[src/rtl/cpu_sequencer.sv]
// ---------------------------------------------------------------------------
// lib_cpu: shared types for the 4-bit CPU (stage and decoded opcode).
// cpu_sequencer: stage controller for the 4-bit CPU.
//   Walks each instruction through FETCH -> DECODE -> EXECUTE -> WRITEBACK.
//   Owns the program counter, the carry flag and the retired-instruction
//   counter. Issues the ROM fetch request and the A/B/OUT register write
//   strobes. Supports free-run, single-step and halt. A ROM that never
//   answers, or an INVALID opcode, parks the sequencer in a sticky FAULT
//   state until reset.
//
// Ports
//   clk, rst      clock; asynchronous active-high reset
//   run           level, 1 = free-run, 0 = halt after current instruction
//   step          1-cycle pulse, runs one instruction when halted
//   rom_ready     ROM data valid for rom_addr this cycle
//   opecode, imm  decoder outputs, sampled at the end of DECODE
//   carry_in      ALU carry, sampled at the end of EXECUTE
//   stage         current pipeline stage (FETCH while idle or faulted)
//   rom_req       fetch request, high only in FETCH
//   rom_addr      program counter
//   carry         carry flag
//   we_a/we_b     register A/B write strobes (WRITEBACK only)
//   we_out        output-port write strobe (WRITEBACK only)
//   halted        high in IDLE
//   fault         sticky fault indicator
//   retired       count of completed instructions, wraps
//   dbg_state     raw FSM state, for observation only
//
// Handshake: rom_req is held high for every cycle spent in FETCH. The fetch
// completes on the first cycle where rom_req and rom_ready are both high;
// rom_ready outside FETCH is ignored. There is no back-pressure on the
// decoder side: opecode/imm must be valid during the single DECODE cycle.
// ---------------------------------------------------------------------------
package lib_cpu;
  typedef enum logic [1:0] {
    FETCH     = 2'd0,
    DECODE    = 2'd1,
    EXECUTE   = 2'd2,
    WRITEBACK = 2'd3
  } stage_t;

  typedef enum logic [3:0] {
    ADD_A_IMM = 4'h0,
    MOV_A_B   = 4'h1,
    IN_A      = 4'h2,
    MOV_A_IMM = 4'h3,
    MOV_B_A   = 4'h4,
    ADD_B_IMM = 4'h5,
    IN_B      = 4'h6,
    MOV_B_IMM = 4'h7,
    OUT_B     = 4'h9,
    OUT_IMM   = 4'hB,
    INVALID   = 4'hC,
    JNC_IMM   = 4'hE,
    JMP_IMM   = 4'hF
  } opecode_t;
endpackage

module cpu_sequencer
  import lib_cpu::*;
#(
  parameter int PC_WIDTH  = 4,
  parameter int TIMEOUT   = 8,
  parameter int CNT_WIDTH = 16
) (
  input  logic                 clk,
  input  logic                 rst,
  input  logic                 run,
  input  logic                 step,
  input  logic                 rom_ready,
  input  opecode_t             opecode,
  input  logic [3:0]           imm,
  input  logic                 carry_in,
  output stage_t               stage,
  output logic                 rom_req,
  output logic [PC_WIDTH-1:0]  rom_addr,
  output logic                 carry,
  output logic                 we_a,
  output logic                 we_b,
  output logic                 we_out,
  output logic                 halted,
  output logic                 fault,
  output logic [CNT_WIDTH-1:0] retired,
  output logic [2:0]           dbg_state
);

  // Wait counter only has to reach TIMEOUT-1; the TIMEOUT-th idle cycle is
  // recognised by comparison rather than by counting one further.
  localparam int WAIT_W = (TIMEOUT < 2) ? 1 : $clog2(TIMEOUT);

  typedef enum logic [2:0] {
    S_IDLE      = 3'd0,
    S_FETCH     = 3'd1,
    S_DECODE    = 3'd2,
    S_EXECUTE   = 3'd3,
    S_WRITEBACK = 3'd4,
    S_FAULT     = 3'd5
  } state_t;

  state_t                state_q,   state_d;
  logic [PC_WIDTH-1:0]   pc_q,      pc_d;
  logic                  carry_q,   carry_d;
  opecode_t              op_q,      op_d;
  logic [3:0]            imm_q,     imm_d;
  logic                  jump_q,    jump_d;
  logic [WAIT_W-1:0]     wait_q,    wait_d;
  logic [CNT_WIDTH-1:0]  retired_q, retired_d;

  always_ff @(posedge clk or posedge rst) begin
    if (rst) begin
      state_q   <= S_IDLE;
      pc_q      <= '0;
      carry_q   <= 1'b0;
      op_q      <= ADD_A_IMM;
      imm_q     <= '0;
      jump_q    <= 1'b0;
      wait_q    <= '0;
      retired_q <= '0;
    end else begin
      state_q   <= state_d;
      pc_q      <= pc_d;
      carry_q   <= carry_d;
      op_q      <= op_d;
      imm_q     <= imm_d;
      jump_q    <= jump_d;
      wait_q    <= wait_d;
      retired_q <= retired_d;
    end
  end

  always_comb begin
    state_d   = state_q;
    pc_d      = pc_q;
    carry_d   = carry_q;
    op_d      = op_q;
    imm_d     = imm_q;
    jump_d    = jump_q;
    wait_d    = wait_q;
    retired_d = retired_q;
    stage     = FETCH;
    rom_req   = 1'b0;
    we_a      = 1'b0;
    we_b      = 1'b0;
    we_out    = 1'b0;

    case (state_q)
      S_IDLE: begin
        // step only has meaning here; elsewhere it is simply not looked at.
        if (run || step) state_d = S_FETCH;
      end

      S_FETCH: begin
        rom_req = 1'b1;
        if (rom_ready) begin
          state_d = S_DECODE;
          wait_d  = '0;
        end else if (wait_q == WAIT_W'(TIMEOUT - 1)) begin
          state_d = S_FAULT;
        end else begin
          wait_d = wait_q + WAIT_W'(1);
        end
      end

      S_DECODE: begin
        stage   = DECODE;
        op_d    = opecode;
        imm_d   = imm;
        state_d = (opecode == INVALID) ? S_FAULT : S_EXECUTE;
      end

      S_EXECUTE: begin
        stage   = EXECUTE;
        // The jump decision must see the carry left by the previous
        // instruction, so it is taken before carry is overwritten below.
        jump_d  = (op_q == JMP_IMM) || ((op_q == JNC_IMM) && !carry_q);
        carry_d = ((op_q == ADD_A_IMM) || (op_q == ADD_B_IMM)) ? carry_in : 1'b0;
        state_d = S_WRITEBACK;
      end

      S_WRITEBACK: begin
        stage = WRITEBACK;
        case (op_q)
          ADD_A_IMM, MOV_A_IMM, MOV_A_B, IN_A: we_a   = 1'b1;
          ADD_B_IMM, MOV_B_IMM, MOV_B_A, IN_B: we_b   = 1'b1;
          OUT_B, OUT_IMM:                      we_out = 1'b1;
          default: ;
        endcase
        pc_d      = jump_q ? PC_WIDTH'(imm_q) : pc_q + PC_WIDTH'(1);
        retired_d = retired_q + CNT_WIDTH'(1);
        state_d   = run ? S_FETCH : S_IDLE;
      end

      S_FAULT: begin
        // Absorbing: only rst leaves this state.
        state_d = S_FAULT;
      end

      default: state_d = S_FAULT;
    endcase
  end

  assign rom_addr  = pc_q;
  assign carry     = carry_q;
  assign halted    = (state_q == S_IDLE);
  assign fault     = (state_q == S_FAULT);
  assign retired   = retired_q;
  assign dbg_state = state_q;

endmodule

[config.mk]
export PLATFORM = sky130hd
export DESIGN_NAME = cpu_sequencer
export DESIGN_NICKNAME = d
export VERILOG_FILES = /design/src/rtl/cpu_sequencer.sv
export SDC_FILE = /design/constraint.sdc
export NUM_CORES = 1
export LEC_CHECK = 0
export ABC_AREA = 1
export CAP_MARGIN = 20
export CORE_AREA = 2 2 66 68
export CTS_CLUSTER_DIAMETER = 30
export DETAILED_ROUTE_END_ITERATION = 7
export DIE_AREA = 0 0 68 70
export PLACE_DENSITY = 0.77
export SYNTH_ARGS = -nofsm -noshare
export SYNTH_HDL_FRONTEND = slang
export SYNTH_SLANG_ARGS = --single-unit
[constraint.sdc]
create_clock -name clk -period 2 [get_ports clk]
set_clock_uncertainty 0.2 [all_clocks]
set_input_delay 0.4 -clock clk [delete_from_list [all_inputs] [get_ports clk]]
set_output_delay 0.4 -clock clk [all_outputs]
set_load 0.05 [all_outputs]
==> results.toml <==
[critical_path]
crit_fanout = 6
crit_slowest_cell = "dfrtp_2"
end_kind = "output pin"
slowest_delay_ps = 470
crit_type = "flip-flop to output pin"
cp.required_ps = 1400
startpoint_type = "flip-flop"
worstPathCellList = "nor2_2 > inv_1 > o21ai_2 > buf_12"
cp.arrival_ps = 1370

[yosys]
synth.avg_cell_area_sq_um = 8.35
ys_types = 28
synth_top_flop_cell = "dfrtp_1"
synth_nets = 248
synthCells = 230
synth_common_cells = "nand2_1 (54), dfrtp_1 (36), inv_1 (31)"
synth_most_common_cell = "nand2_1"
synth_top_area_share_pct = 46.9
ys_seq_area_share_pct = 46.9
mappedNetlistArea_sq_um = 1920
synth_warnings = 0
synth-seq-cells = 36
synth-edff-count = 0
ys_top_cells_by_area = "dfrtp_1 (47%), nand2_1 (11%), inv_1 (6.1%)"
synth_largest_area_cell = "dfrtp_1"
ys_async_sr_fraction_pct = 100

[global_routing]
track_usage_pct = 19.5
gr-total-overflow = 0
antenna_found_initial = 0
grt_max_degree = 22
grt_pass1_vias = 1631
grtUsageMet2_pct = 32.0
met1_usage_pct = 24.6
grt_pass1_wl_mm = 7.13
globalRouteMet3Util_pct = 5.48
top_usage_layer = "met2"

[hold_path]
worstHoldPathType = "input port to asynchronous set/reset pin"

[cells_and_area]
regArea_sq_um = 905
synthToLayoutAreaGrowth_pct = 40.8
final_core_util_pct = 65.2
nNetsFinal = 307
multi_input_area_sq_um = 922
antenna_cells = 0
drive_gt1_share_pct = 27.2
n_fill_cell = 343

[routing]
drt_iter0_markers = 59
ant_nets = 0
viasPerCell = 4.91
drt-wirelength-per-cell_um = 11.9
drt_wl_total_mm = 4.05
drc = 0
vias = 1678
firstDrtPassIters = 4

[floorplanning]
core_sq_um = 4140
die_w_um = 68
dieHeight_um = 70
rows = 24
die_area_sq_um = 4760
start_util_pct = 46.3
ios = 46

[sta]
maxSlewHeadroom_pct = 77.0
hold_viol = 0
rsz0062_at_grt = "true"
setup_viol = 0
whs_ps = 173
fin_tns_setup_ps = 0
finalCritPeriodShare_pct = 98.6
period_needed_ps = 1970
tightest_slew_ps = 345
maxSlewViolCount = 0
max_freq_mhz = 507

[cts]
cts_buffers = 5
worstSkewPairLatency_ps = 280
cts.sinks = 36
path_clk_slew_ps = 70
htree_levels = 2
cts_tree = "done"
cts_root_buf = "clkbuf_8"
postCtsHoldBufs = 0
clockBufferDepth = 2

[power]
max-vdd-ir-drop_mv = 1.30
power_mw = 3.93
p_switching_mw = 1.81
p_leak_nw = 1.28
pwr-share-clk_pct = 14.3
swShare_pct = 46.0
p_seq_share_pct = 31.5
internal_power_mw = 2.12
p_per_area_nw_per_um2 = 1450
combPwrFrac_pct = 54.2

[run_status]
run_status = "complete, no violations"

[placement]
io_buffers = 45
gp_congestion = 0.783
place_hpwl_mm = 3.11

[run]
cap_violations = 0
## worst max-delay path, delay by kind of cell, from the launching register on
kind	cells	cell delay, ps
AO/OA/AOI/OAI	1	170
flip-flops	1	470
AND/OR/NAND/NOR	1	190
buffers and inverters	2	250
## logic make-up (layout without fill, tap and decap cells)
kind of cell             Yosys count  after routing  share of synthesized area (%)
AO/OA/AOI/OAI                     25             25                           7.10
XOR/XNOR                          10             10                           4.56
adder cells (fa/ha/maj)            4              4                           2.61
buffers and inverters             37             97                           7.88
flip-flops                        36             36                           46.9
multiplexers                       4              4                           2.35
AND/OR/NAND/NOR                  114            114                           28.6
## routing by layer
layer / part of all wire (%) / up-vias
met1: 43 / 773
met3: 6.3 / 6
met5: 0 / -
li1: - / 853
met4: 1.4 / 0
met2: 49 / 46
## layout by cell type, fill, tap and decap left out, types with 2 or more instances in the layout
cell	instances
clkinv_4	2
nand3_4	3
o22ai_1	2
dfrtp_2	3
mux2_2	4
o21ai_0	8
xnor2_1	6
dfrtp_1	33
buf_12	10
nor3_4	2
a21oi_1	9
clkbuf_8	7
buf_4	33
ha_1	4
nor2_2	4
inv_1	30
clkdlybuf4s50_1	13
o21ai_1	2
nand2_1	53
xor2_1	4
nor2_4	5
nand4_1	6
nand3_1	15
nor2_1	21
## metrics by stage
| stage | cells | instance area (sq um) | worst slack [ps] |
|---|---|---|---|
| 2_1_floorplan | 230 | 1980 | -32.7 |
| 3_3_place_gp | 328 | 2550 | 306 |
| 3_5_place_dp | 328 | 2550 | 306 |
| 4_1_cts | 336 | 2650 | 13.4 |
| 5_1_grt | 342 | 2700 | -42.4 |
| 6_report | 342 | 2700 | 27.5 |
## state kept, by name (all words and copies together) (netlist names)
| name | flops |
|---|---|
| carry | 1 |
| dbg_state | 3 |
| imm_q | 4 |
| jump_q | 1 |
| op_q | 4 |
| retired | 16 |
| rom_addr | 4 |
| wait_q | 3 |
## repair_timing
item / 4_1_cts / 5_1_grt
pin swaps: 1 / 2
resized for setup: 0 / 5
buffers inserted: 0 / 6
endpoints found under the setup margin: 1 / 4
endpoints found under the hold margin: 0 / 0
## final cells by class
type / instances / share of cell area, %
sequential: 36 / 33.5
clock buffer: 8 / 3.70
multi-input combinational: 157 / 34.1
inverter: 33 / 4.95
tap: 52 / 2.41
timing repair buffer: 56 / 21.4
## power by group through the flow
stage	Combinational, mW	Sequential, mW	Clock (mW)
after floorplan	1.01	1.57	0
after global placement	2.00	1.23	0
after detailed placement	2.03	1.24	0
after CTS	2.04	1.23	0.577
after global routing	2.29	1.28	0.608
final	2.13	1.24	0.564
## final timing paths
kind,to,cells past startpoint,slack [ps],start
min in group clk,wait_q[0]$_DFFE_PP0P_,1,290,wait_q[0]$_DFFE_PP0P_
hold / removal,dbg_state[1]$_DFFE_PP0P_,2,170,rst
max in group asynchronous,op_q[2]$_DFFE_PP0N_,3,980,rst
setup / recovery,stage[1],4,30,dbg_state[2]$_DFFE_PP0P_
setup reg to reg,retired[14]$_DFFE_PP0N_,9,250,dbg_state[1]$_DFFE_PP0P_
hold reg to reg,wait_q[0]$_DFFE_PP0P_,1,290,wait_q[0]$_DFFE_PP0P_
(Power assumes the default switching activity.)
